## src/rtl/redun_mont_sq_ctrl.sv

```systemverilog
// Sequencer for the redundant-form Montgomery squaring core: resets and loads
// the core, counts result pulses to T, emits checkpoints and runs a watchdog.

package redun_mont_pkg;
  localparam int unsigned NUM_WRDS = 4;
  localparam int unsigned WRD_BITS = 16;
  typedef logic [NUM_WRDS-1:0][WRD_BITS:0] redun_t;
endpackage

module redun_mont_sq_ctrl
  import redun_mont_pkg::*;
#(
  parameter int unsigned ITER_BITS       = 64,
  parameter int unsigned CKPT_SHIFT      = 20,
  parameter int unsigned TIMEOUT         = 1024,
  parameter int unsigned CORE_RST_CYCLES = 4
) (
  input  logic                 i_clk,
  input  logic                 i_rst_n,
  input  logic                 i_start,
  input  redun_t               i_init,
  input  logic [ITER_BITS-1:0] i_iter,
  input  logic                 i_abort,
  output logic                 o_busy,
  output logic                 o_done,
  output logic                 o_err,
  output redun_t               o_result,
  output logic                 o_ckpt_val,
  output redun_t               o_ckpt_dat,
  output logic [ITER_BITS-1:0] o_ckpt_iter,
  output logic                 o_core_rst,
  output logic                 o_core_val,
  output redun_t               o_core_sq,
  input  logic                 i_core_val,
  input  redun_t               i_core_mul
);

  localparam int unsigned RCW = (CORE_RST_CYCLES > 1) ? $clog2(CORE_RST_CYCLES) : 1;
  localparam int unsigned WDW = (TIMEOUT > 1) ? $clog2(TIMEOUT) : 1;

  typedef enum logic [2:0] {S_IDLE, S_CRST, S_LOAD, S_RUN, S_DONE} state_e;

  state_e               state_q, state_d;
  logic                 busy_q, busy_d;
  logic                 done_q, done_d;
  logic                 err_q, err_d;
  redun_t               result_q, result_d;
  logic                 ckpt_val_q, ckpt_val_d;
  redun_t               ckpt_dat_q, ckpt_dat_d;
  logic [ITER_BITS-1:0] ckpt_iter_q, ckpt_iter_d;
  logic                 core_rst_q, core_rst_d;
  logic                 core_val_q, core_val_d;
  redun_t               init_q, init_d;
  logic [ITER_BITS-1:0] iter_q, iter_d;
  logic [ITER_BITS-1:0] cnt_q, cnt_d;
  logic [RCW-1:0]       rst_cnt_q, rst_cnt_d;
  logic [WDW-1:0]       wd_q, wd_d;
  logic [ITER_BITS:0]   cnt_inc;

  // One extra bit so T = 2^ITER_BITS-1 compares without wrapping
  assign cnt_inc = {1'b0, cnt_q} + (ITER_BITS+1)'(1);

  // State and output registers
  always_ff @(posedge i_clk or negedge i_rst_n) begin
    if (!i_rst_n) begin
      state_q     <= S_IDLE;
      busy_q      <= 1'b0;
      done_q      <= 1'b0;
      err_q       <= 1'b0;
      result_q    <= '0;
      ckpt_val_q  <= 1'b0;
      ckpt_dat_q  <= '0;
      ckpt_iter_q <= '0;
      core_rst_q  <= 1'b1;
      core_val_q  <= 1'b0;
      init_q      <= '0;
      iter_q      <= '0;
      cnt_q       <= '0;
      rst_cnt_q   <= '0;
      wd_q        <= '0;
    end else begin
      state_q     <= state_d;
      busy_q      <= busy_d;
      done_q      <= done_d;
      err_q       <= err_d;
      result_q    <= result_d;
      ckpt_val_q  <= ckpt_val_d;
      ckpt_dat_q  <= ckpt_dat_d;
      ckpt_iter_q <= ckpt_iter_d;
      core_rst_q  <= core_rst_d;
      core_val_q  <= core_val_d;
      init_q      <= init_d;
      iter_q      <= iter_d;
      cnt_q       <= cnt_d;
      rst_cnt_q   <= rst_cnt_d;
      wd_q        <= wd_d;
    end
  end

  // Next-state and registered-output logic
  always_comb begin
    state_d     = state_q;
    busy_d      = busy_q;
    done_d      = 1'b0;
    err_d       = err_q;
    result_d    = result_q;
    ckpt_val_d  = 1'b0;
    ckpt_dat_d  = ckpt_dat_q;
    ckpt_iter_d = ckpt_iter_q;
    init_d      = init_q;
    iter_d      = iter_q;
    cnt_d       = cnt_q;
    rst_cnt_d   = rst_cnt_q;
    wd_d        = wd_q;

    case (state_q)
      S_IDLE: begin
        if (done_q) begin
          busy_d = 1'b0;
        end else if (i_start && !i_abort && !busy_q) begin
          init_d    = i_init;
          iter_d    = i_iter;
          err_d     = 1'b0;
          busy_d    = 1'b1;
          cnt_d     = '0;
          rst_cnt_d = '0;
          if (i_iter == '0) begin
            result_d = i_init;
            state_d  = S_DONE;
          end else begin
            state_d  = S_CRST;
          end
        end
      end
      S_CRST: begin
        if (i_abort) begin
          state_d = S_IDLE;
          busy_d  = 1'b0;
        end else if (rst_cnt_q == RCW'(CORE_RST_CYCLES - 1)) begin
          state_d = S_LOAD;
        end else begin
          rst_cnt_d = rst_cnt_q + RCW'(1);
        end
      end
      S_LOAD: begin
        if (i_abort) begin
          state_d = S_IDLE;
          busy_d  = 1'b0;
        end else begin
          state_d = S_RUN;
          cnt_d   = '0;
          wd_d    = '0;
        end
      end
      S_RUN: begin
        if (i_abort) begin
          state_d = S_IDLE;
          busy_d  = 1'b0;
        end else if (i_core_val) begin
          cnt_d = cnt_inc[ITER_BITS-1:0];
          wd_d  = '0;
          if (cnt_inc == {1'b0, iter_q}) begin
            result_d = i_core_mul;
            state_d  = S_DONE;
          end else if (cnt_inc[CKPT_SHIFT-1:0] == '0) begin
            ckpt_val_d  = 1'b1;
            ckpt_dat_d  = i_core_mul;
            ckpt_iter_d = cnt_inc[ITER_BITS-1:0];
          end
        end else if (wd_q == WDW'(TIMEOUT - 1)) begin
          err_d   = 1'b1;
          busy_d  = 1'b0;
          state_d = S_IDLE;
        end else begin
          wd_d = wd_q + WDW'(1);
        end
      end
      S_DONE: begin
        done_d  = 1'b1;
        state_d = S_IDLE;
      end
      default: state_d = S_IDLE;
    endcase

    // Core interface follows the state being entered so it lines up with it
    core_rst_d = !((state_d == S_LOAD) || (state_d == S_RUN));
    core_val_d = (state_d == S_LOAD);
  end

  assign o_busy      = busy_q;
  assign o_done      = done_q;
  assign o_err       = err_q;
  assign o_result    = result_q;
  assign o_ckpt_val  = ckpt_val_q;
  assign o_ckpt_dat  = ckpt_dat_q;
  assign o_ckpt_iter = ckpt_iter_q;
  assign o_core_rst  = core_rst_q;
  assign o_core_val  = core_val_q;
  assign o_core_sq   = init_q;

endmodule

```

## config.mk

```make
export PLATFORM = sky130hd
export DESIGN_NAME = redun_mont_sq_ctrl
export DESIGN_NICKNAME = d
export VERILOG_FILES = /design/src/rtl/redun_mont_sq_ctrl.sv
export SDC_FILE = /design/constraint.sdc
export NUM_CORES = 1
export LEC_CHECK = 0
export ABC_AREA = 0
export CAP_MARGIN = 30
export CORE_MARGIN = 2
export CORE_UTILIZATION = 51
export DETAILED_ROUTE_END_ITERATION = 10
export PLACE_DENSITY = 0.81
export SYNTH_ARGS = -nofsm -noshare
export SYNTH_HDL_FRONTEND = slang
export SYNTH_SLANG_ARGS = --single-unit
```

## constraint.sdc

```tcl
create_clock -name i_clk -period 4.7 [get_ports i_clk]
set_input_delay 0.705 -clock i_clk [delete_from_list [all_inputs] [get_ports i_clk]]
set_output_delay 0.705 -clock i_clk [all_outputs]
set_load 0.02 [all_outputs]
```

==> results.md <==
- Outcome: finished clean
- Max_cap viols: 0
- Share of synthesized registers carrying an async set or reset: 100%
- Tcrit/Tclk final: 97.1%
- Antenna Nets Post-Route: 0
- HP Class: in2async
- Fmax: 219 MHz
- Final Slew Violations: 0
- Final Worst Setup Slack: 135 ps
- #FFs+latches synth: 417
- Via Count: 17,300
- Routed WL: 74.8 mm
- Layout cells sized above 1: 24.4%
- CTS Buf Count: 46
- GR Util All Layers: 35.7%
- Io pins: 479
- Syn Std Cell Area: 0.0206 mm^2
- Worst Setup End Kind: flop
- Max clock buf depth: 3
- Initial drt markers: 1,749
- Fin nets: 2,550
- Vias per cell: 5.96
- TNS Setup: 0 ps
- Relative slew slack: 44.5%
- Clock slew at reported path FFs: 60 ps
- DP Cell Count: 2,817
- H-tree depth: 2
- Startpoint Class: flop
- Final Util: 71.7%
- Dpl cell area: 0.0268 mm^2
- Routability cong.: 1.02
- Worst setup path category: reg2reg
- Setup Skew: 25.4 ps
- Final non-filler cell total: 2,906
- DR pass1 iterations: 6
- Core Area: 0.0398 mm^2
- Synth unique cells: 74
- DP HPWL: 56.9 mm
- GRT Residual Overflow: 0
- Worst-Margin Slew: 833 ps
- Most common cell after layout, fill and taps aside: clkdlybuf4s50_1
- Sequential-to-total area share from yosys stat: 50.6%
- Antenna violations before repair: 7
- Number of remaining DRC errors: 0
- Syn avg cell area: 11.5 um^2
- Synth Flop Type: dfrtp_1
- Row cnt: 73
- CTS tree: done
- Leakage power: 12.8 nW
- Die height: 205 um
- Final number of hold-violating endpoints: 0
- PortBufs: 478
- CTS Sinks: 417
- Dpl ws: -29.5 ps
- First-pass GRT wire length: 112 mm
- Die area: 0.0421 mm^2
- Number of global-route vias before repair: 17,900
- Max FO, Critical Path: 23
- Synth Warn #: 0
- Largest net degree at the start of global routing: 118
- Worst VDD drop: 0.379 mV
- WL/cell: 25.7 um
- Pwr per Cell Area: 406 mW/mm^2
- RSZ-0062 raised after global routing: no
- EDFF count, synth: 0
- Syn Inst Count: 1,793
- Die X: 205 um
- Skew-Pair Late Insertion Delay: 600 ps
- Final instance area: 0.0286 mm^2
- Root Driver: clkbuf_16
- Crit path required time: 5150 ps
- Final Critical Period: 4560 ps
- Starting density of the core: 51.8%
- Most frequent cells in the layout: clkdlybuf4s50_1, dfrtp_1, mux2_2
- Mapped Nets: 2,001
- Final setup viols: 0
- Layout area overhead: 38.4%
- Critical path arrival: 5020 ps
## worst paths after layout
kind / startpoint / endpoint / slack [ps] / cells past startpoint
worst max-delay path: cnt_q[26]$_DFFE_PN0P_ / o_ckpt_dat[55]$_DFFE_PN0P_ / 140 / 14
worst min-delay path: i_rst_n / cnt_q[7]$_DFFE_PN0P_ / 180 / 1
worst max register to register: cnt_q[26]$_DFFE_PN0P_ / o_ckpt_dat[55]$_DFFE_PN0P_ / 140 / 14
worst min register to register: o_ckpt_iter[8]$_DFFE_PN0P_ / o_ckpt_iter[8]$_DFFE_PN0P_ / 490 / 1
max in group asynchronous: i_rst_n / cnt_q[63]$_DFFE_PN0P_ / 3320 / 2
min in group i_clk: o_ckpt_iter[8]$_DFFE_PN0P_ / o_ckpt_iter[8]$_DFFE_PN0P_ / 490 / 1
## Yosys cell counts, types with 10 or more instances
cell,n,area share (%)
a21oi_1,34,0.82
and2_1,32,0.97
and3_1,16,0.49
and4_1,16,0.68
buf_1,10,0.18
buf_2,31,0.75
clkbuf_1,70,1.3
dfrtp_1,416,50
inv_1,27,0.49
mux2_1,56,3.1
mux2_2,312,17
mux2i_1,19,0.92
nand2_1,104,1.9
nand3_1,33,0.80
nand4_1,50,1.5
nor2_1,98,1.8
nor3_1,31,0.75
nor3b_1,11,0.40
nor4_1,41,1.2
o21ai_0,100,2.4
o31ai_1,27,0.98
or3_1,10,0.30
or4_1,11,0.40
xnor2_1,70,3.0
xor2_1,46,2.0
## critical path: stages (launching register included)
cell      delay (ps)
dfrtp_1          490
buf_4            190
and4_1           250
and4_2           380
nand2_1           80
or4_1            520
a221oi_1         480
nand4_1          220
nor4_1           330
buf_4            160
nand3_1          140
o31ai_4          360
buf_4            260
buf_12           190
mux2_1           350
## registers in the layout, summed over array words and instances, names as in the netlist
register     flops
o_core_val       1
state_q          3
iter_q          64
rst_cnt_q        2
o_ckpt_dat      68
o_done           1
o_busy           1
o_core_sq       68
o_err            1
wd_q            10
o_ckpt_iter     64
o_core_rst       1
o_result        68
o_ckpt_val       1
cnt_q           64
## where the power goes
part	switching, W	internal (W)	total, W
sequential	0.000562	0.00419	0.00475
clock	0.00155	0.00234	0.00389
combinational	0.00142	0.00152	0.00294
total	0.00353	0.00806	0.0116
## metal layers
layer | track usage [%] | share of wire [%] | up-vias
li1 | - | - | 7587
met4 | 16.1 | 4.8 | 8
met3 | 9.07 | 9.0 | 193
met5 | 0 | 0.068 | -
met1 | 46.3 | 39 | 8650
met2 | 56.5 | 47 | 868
## what timing repair did
| action | 4_1_cts | 5_1_grt |
|---|---|---|
| endpoints found under the setup margin | 41 | 178 |
| pin swaps | 0 | 2 |
| hold buffers | 0 | 0 |
| resized for setup | 1 | 20 |
| setup buffers | 0 | 2 |
| cloned | 0 | 0 |
## layout make-up
type / instances / area (um^2)
inverters: 27 / 101
well taps: 525 / 657
flip-flops and latches: 417 / 10400
diodes: 3 / 7.51
repair buffers: 626 / 6110
multi-input cells: 1224 / 9590
clock inverters: 21 / 294
fillers: 2874 / 11300
clock buffers: 63 / 1350
## cells by family (layout without fill, tap and decap cells)
kind of cell	after synthesis	after routing	synth area share (%)
simple gates	498	498	13.2
flops	417	417	50.6
mux	387	387	21.0
compound gates	220	220	6.79
buf+inv	152	737	3.32
xor+xnor	116	116	4.93
fa+ha+maj	3	3	0.182
other cells	0	3	0
## through the flow
stage                     total power (W)  hold WS (ps)
final                              0.0116           183
after global routing               0.0120           222
after CTS                          0.0116           204
after detailed placement          0.00770           474
after global placement            0.00761           469
after floorplan                   0.00615           409
(Power assumes the default switching activity.)
